File: src/rtl/conway_pkg.sv
// Shared types and board geometry for the Game of Life controller and cell array.
package conway_pkg;

  localparam int unsigned BOARD_ROWS = 32;
  localparam int unsigned BOARD_COLS = 32;

  typedef enum logic [1:0] {
    S_IDLE,
    S_CLEAR,
    S_RUN,
    S_STEP
  } seq_state_t;

endpackage

File: src/rtl/conway_prescaler.sv
// Loadable down-counter that paces generations in free-run; tick flags that the
// value being registered this edge is zero.
module conway_prescaler #(
  parameter int unsigned WIDTH = 24
) (
  input  logic             clk,
  input  logic             rst,
  input  logic             clear,
  input  logic             load,
  input  logic             en,
  input  logic [WIDTH-1:0] period,
  output logic             tick
);

  logic [WIDTH-1:0] count;
  logic [WIDTH-1:0] count_next;
  logic [WIDTH-1:0] reload;

  always_comb begin
    reload     = (period > WIDTH'(1)) ? period - WIDTH'(1) : '0;
    count_next = count;
    if (clear) begin
      count_next = '0;
    end else if (load) begin
      count_next = reload;
    end else if (en) begin
      count_next = (count == '0) ? reload : count - WIDTH'(1);
    end
    tick = !clear && (load || en) && (count_next == '0);
  end

  always_ff @(posedge clk) begin
    if (rst) begin
      count <= '0;
    end else begin
      count <= count_next;
    end
  end

endmodule

File: src/rtl/conway_sequencer.sv
// Generation controller: drives the board-wide cell rst/ena strobes for clear,
// single-step and rate-limited free-run with an optional generation limit.
module conway_sequencer #(
  parameter int unsigned PERIOD_W = 24,
  parameter int unsigned GEN_W    = 16
) (
  input  logic                clk,
  input  logic                rst,
  input  logic                cmd_clear,
  input  logic                cmd_run,
  input  logic                cmd_step,
  input  logic                cmd_stop,
  input  logic [PERIOD_W-1:0] period,
  input  logic [GEN_W-1:0]    gen_limit,
  output logic                board_rst,
  output logic                board_ena,
  output logic                busy,
  output logic                done,
  output logic [GEN_W-1:0]    gen_count
);

  import conway_pkg::*;

  seq_state_t       state;
  seq_state_t       state_next;
  logic             pre_load;
  logic             pre_en;
  logic             pre_clear;
  logic             tick;
  logic             ena_next;
  logic             done_next;
  logic [GEN_W-1:0] count_eff;
  logic [GEN_W-1:0] count_inc;
  logic             limit_hit;

  assign pre_load  = (state == S_IDLE) && !cmd_stop && !cmd_clear && !cmd_step && cmd_run;
  assign pre_en    = (state == S_RUN) && !cmd_stop && !cmd_clear;
  assign pre_clear = !(pre_load || pre_en);

  conway_prescaler #(
    .WIDTH (PERIOD_W)
  ) u_prescaler (
    .clk    (clk),
    .rst    (rst),
    .clear  (pre_clear),
    .load   (pre_load),
    .en     (pre_en),
    .period (period),
    .tick   (tick)
  );

  // gen_count only advances after a strobe cycle, so count the one in flight
  assign count_eff = gen_count + GEN_W'(board_ena);
  assign count_inc = count_eff + GEN_W'(1);
  assign limit_hit = (gen_limit != '0) && (count_inc == gen_limit);

  always_comb begin
    state_next = state;
    ena_next   = 1'b0;
    done_next  = 1'b0;
    case (state)
      S_IDLE: begin
        if (cmd_stop) begin
          state_next = S_IDLE;
        end else if (cmd_clear) begin
          state_next = S_CLEAR;
        end else if (cmd_step) begin
          state_next = S_STEP;
          ena_next   = 1'b1;
        end else if (cmd_run) begin
          state_next = S_RUN;
        end
      end
      S_RUN: begin
        if (cmd_stop) begin
          state_next = S_IDLE;
        end else if (cmd_clear) begin
          state_next = S_CLEAR;
        end
      end
      default: state_next = S_IDLE;
    endcase
    if ((pre_load || pre_en) && tick) begin
      ena_next = 1'b1;
      if (limit_hit) begin
        done_next  = 1'b1;
        state_next = S_IDLE;
      end
    end
  end

  always_ff @(posedge clk) begin
    if (rst) begin
      state     <= S_IDLE;
      board_rst <= 1'b1;
      board_ena <= 1'b0;
      done      <= 1'b0;
      gen_count <= '0;
    end else begin
      state     <= state_next;
      board_rst <= (state_next == S_CLEAR);
      board_ena <= ena_next;
      done      <= done_next;
      if (state_next == S_CLEAR) begin
        gen_count <= '0;
      end else if (board_ena) begin
        gen_count <= gen_count + GEN_W'(1);
      end
    end
  end

  assign busy = (state == S_RUN) || (state == S_STEP);

endmodule

File: config.mk
export PLATFORM = sky130hd
export DESIGN_NAME = conway_sequencer
export DESIGN_NICKNAME = d
export VERILOG_FILES = /design/src/rtl/conway_pkg.sv /design/src/rtl/conway_prescaler.sv /design/src/rtl/conway_sequencer.sv
export SDC_FILE = /design/constraint.sdc
export NUM_CORES = 1
export LEC_CHECK = 0
export CORE_MARGIN = 2
export CORE_UTILIZATION = 48
export CTS_CLUSTER_SIZE = 28
export DETAILED_ROUTE_END_ITERATION = 10
export GPL_TIMING_DRIVEN = 0
export PLACE_DENSITY = 0.75
export SETUP_SLACK_MARGIN = 0.02
export SYNTH_ARGS = -nofsm -noshare
export SYNTH_HDL_FRONTEND = slang
export SYNTH_SLANG_ARGS = --single-unit
File: constraint.sdc
create_clock -name clk -period 2.8 [get_ports clk]
set_input_delay 0.42 -clock clk [delete_from_list [all_inputs] [get_ports clk]]
set_output_delay 0.42 -clock clk [all_outputs]
set_load 0.03 [all_outputs]
==> metrics.md <==
| Metric | Value |
|---|---|
| Crit path max fanout | 4 |
| Crit path max-delay family | simple AND/OR/NAND/NOR gates |
| Crit-path cells | clkdlybuf4s50_1 > nor3_4 > nand3_1 > nor3_2 > mux2i_1 > o22ai_1 > nand4b_1 > or4_4 > o21a_1 |
| Seq/Total Area, Yosys | 24.8% |
| CTS root buffer | clkbuf_8 |
| Die area | 8280 um2 |
| Post-Layout Cell Count | 686 |
| Pwr dens | 348 nW/um2 |
| H-Tree Depth | 2 |
| DRC | 0 |
| Top_reg_cell synth | dfxtp_1 |
| Maximum VDD drop | 0.343 mV |
| DP HPWL | 8.27 mm |
| Die width | 91.0 um |
| Slew Viols, Final | 0 |
| Initial Utilization | 49.8% |
| # diodes | 0 |
| Vias in the first global route | 3815 |
| Core region area | 7290 um2 |
| Worst endpoint required time | 3.01 ns |
| Avg WL per Cell | 17.9 um |
| Average cell area after synthesis | 7.54 um2 |
| Crit. End Element | register |
| WHS Path Cells | 2 |
| Minimum clock period | 2.83 ns |
| WS Path Type | in2reg |
| Reg2Reg Launch Point | u_prescaler.count[0] |
| Total track usage | 26.7% |
| P_leak | 2.01 nW |
| Synth warn | 0 |
| DR iter-0 viols | 320 |
| Clk_skew | 0.00684 ns |
| Final #Nets | 639 |
| Cell variety after synth | 64 |
| R2R depth | 10 |
| Layout cell share with drive strength beyond 1 | 26.2% |
| Total wire length | 12.3 mm |
| Dpl cell area | 4450 um2 |
| Largest net degree at the start of global routing | 17 |
| GR Overflow Total | 0 |
| Cells after Synth | 482 |
| Via count | 4249 |
| Storage cell area | 922 um2 |
| Max stage delay on crit path | 0.58 ns |
| Multi-input gate area | 3040 um2 |
| Sink Count | 45 |
| FP Rows | 31 |
| Final hold violations | 0 |
| Layout area overhead | 45.5% |
| Failing checks | negative setup slack |
| Hold endpoint | state[0] |
| Syn Std Cell Area | 3630 um2 |
| Initial antenna violation count | 0 |
| CP Depth | 9 |
| Syn Nets | 535 |
| Vias per std cell | 6.19 |
| # port buffers | 64 |
| Yosys reg bits | 45 |
| Slew headroom | 49.3% |
| First-pass DRT Iterations | 5 |
| R2R setup slack | -0.01 ns |
| R2R Path End | state[1] |
| Placed cells | 645 |
| Ports | 66 |
| TritonCTS clock tree | done |
| CP arrival | 3.03 ns |
| Run status | finished, violations left |
| Min-delay worst type | in2reg |
| Routed Antenna Nets | 0 |
| CTS max path bufs | 2 |
| Setup Viol. Count Final | 1 |
| Die span in y | 91.0 um |
| Fin area | 5290 um2 |
| Worst setup SP type | input pin |
| Commonest non-fill, non-tap cell in the layout | nor2_1 |
| CTS Buf Count | 5 |
| Max-Cap Viols | 0 |
| Filler cell count | 564 |
| Async set-reset flop share out of synthesis | 0% |
| Worst Setup Slack, final | -0.0269 ns |
| EDFF count, synth | 0 |
| RSZ-0062 raised after global routing | yes |
| Min-delay src | cmd_stop |
| Most frequent cells in the layout | nor2_1 (60), clkdlybuf4s50_1 (46), buf_4 (42), dfxtp_1 (36), xor2_1 (31) |
| Slowest library cell on the worst path | or4_4 |
| Skew-Pair Late Insertion Delay | 0.30 ns |
| Tightest Pin Transition | 0.756 ns |
| Tcrit/Tclk final | 101% |
| Routability cong. | 0.979 |
| Reg clk slew, reported paths | 0.10 ns |
| First-pass GRT wire length | 18.3 mm |
| Buf/Inv on CP | 1 |
| Max Clock Freq | 0.354 GHz |
-- registers in the layout, indices dropped and copies added (netlist names) --
signal             flops
board_ena              1
board_rst              1
done                   1
gen_count             16
state                  2
u_prescaler.count     24
-- power breakdown --
| part | leakage, nW | switching [mW] | total (mW) | internal, mW |
|---|---|---|---|---|
| clock | 0.0447 | 0.248 | 0.428 | 0.181 |
| combinational | 1.60 | 0.417 | 0.745 | 0.327 |
| sequential | 0.369 | 0.0185 | 0.667 | 0.649 |
-- how the worst max path moves through the flow --
| stage | start | to | slack [ns] |
|---|---|---|---|
| floorplan | board_ena | state[1] | 0.002 |
| global placement | period[2] | state[1] | -0.88 |
| detailed placement | period[2] | state[1] | -0.89 |
| CTS | u_prescaler.count[0] | state[1] | -0.002 |
| global route | u_prescaler.count[0] | state[1] | -0.08 |
| finish | period[14] | state[1] | -0.03 |
-- logic make-up after synthesis --
family | count (synthesis) | share of synthesized area [%]
and+or+nand+nor | 228 | 34.4
AOI/OAI and AO/OA | 104 | 19.2
xor gates and xnor gates | 53 | 12.8
DFF | 45 | 24.8
buffers and inverters | 38 | 4.41
muxes | 7 | 2.00
adders and majority gates | 7 | 2.41
-- metrics by stage --
| step | power [mW] | TNS [ns] | hold WS, ns | setup slack [ns] | utilization, % |
|---|---|---|---|---|---|
| 2_1_floorplan | 1.04 | 0 | 0.423 | 0.00210 | - |
| 3_3_place_gp | 1.23 | -4.38 | 0.432 | -0.882 | 61.0 |
| 3_5_place_dp | 1.24 | -4.87 | 0.458 | -0.893 | 61.0 |
| 4_1_cts | 1.72 | -0.00229 | 0.528 | -0.00229 | 67.4 |
| 5_1_grt | 1.92 | -0.155 | 0.438 | -0.0837 | 72.5 |
| 6_report | 1.84 | -0.0269 | 0.401 | -0.0269 | 72.5 |
-- layer usage --
| metal | GRT usage, % | share of wire, % | up-vias |
|---|---|---|---|
| met1 | 35.7 | 43 | 2012 |
| li1 | - | - | 1999 |
| met3 | 4.56 | 6.9 | 30 |
| met5 | 0 | 0 | - |
| met4 | 6.82 | 2.4 | 0 |
| met2 | 44.7 | 47 | 208 |
-- cells in the mapped netlist (7+ instances only) --
cell / n / area [um2]
nand3_1: 15 / 75.1
nor2_1: 62 / 233
clkbuf_1: 20 / 75.1
ha_1: 7 / 87.6
nor4_1: 23 / 144
nor3_1: 25 / 125
a31oi_1: 8 / 50.1
xnor2_1: 22 / 193
dfxtp_1: 45 / 901
xor2_1: 31 / 272
inv_1: 10 / 37.5
o21ai_0: 19 / 95.1
nand4_1: 16 / 100
a21oi_1: 25 / 125
nand2_1: 26 / 97.6
or3_1: 12 / 75.1
-- final cells by class --
type / count / area share, %
plain buffers: 20 / 2.51
clock buffers: 5 / 1.30
clock inverters: 3 / 0.473
inverters: 10 / 0.804
multi-input cells: 399 / 57.4
flip-flops and latches: 45 / 17.4
well taps: 99 / 2.34
repair buffers: 105 / 17.8
-- timing repair --
item,in CTS,in global routing
buffers inserted,21,20
setup endpoints to repair,3,3
gates resized for setup,69,88
pin swaps,12,31
endpoints found under the hold margin,0,0
hold buffers,0,0
Power figures use the tool's default switching activity.
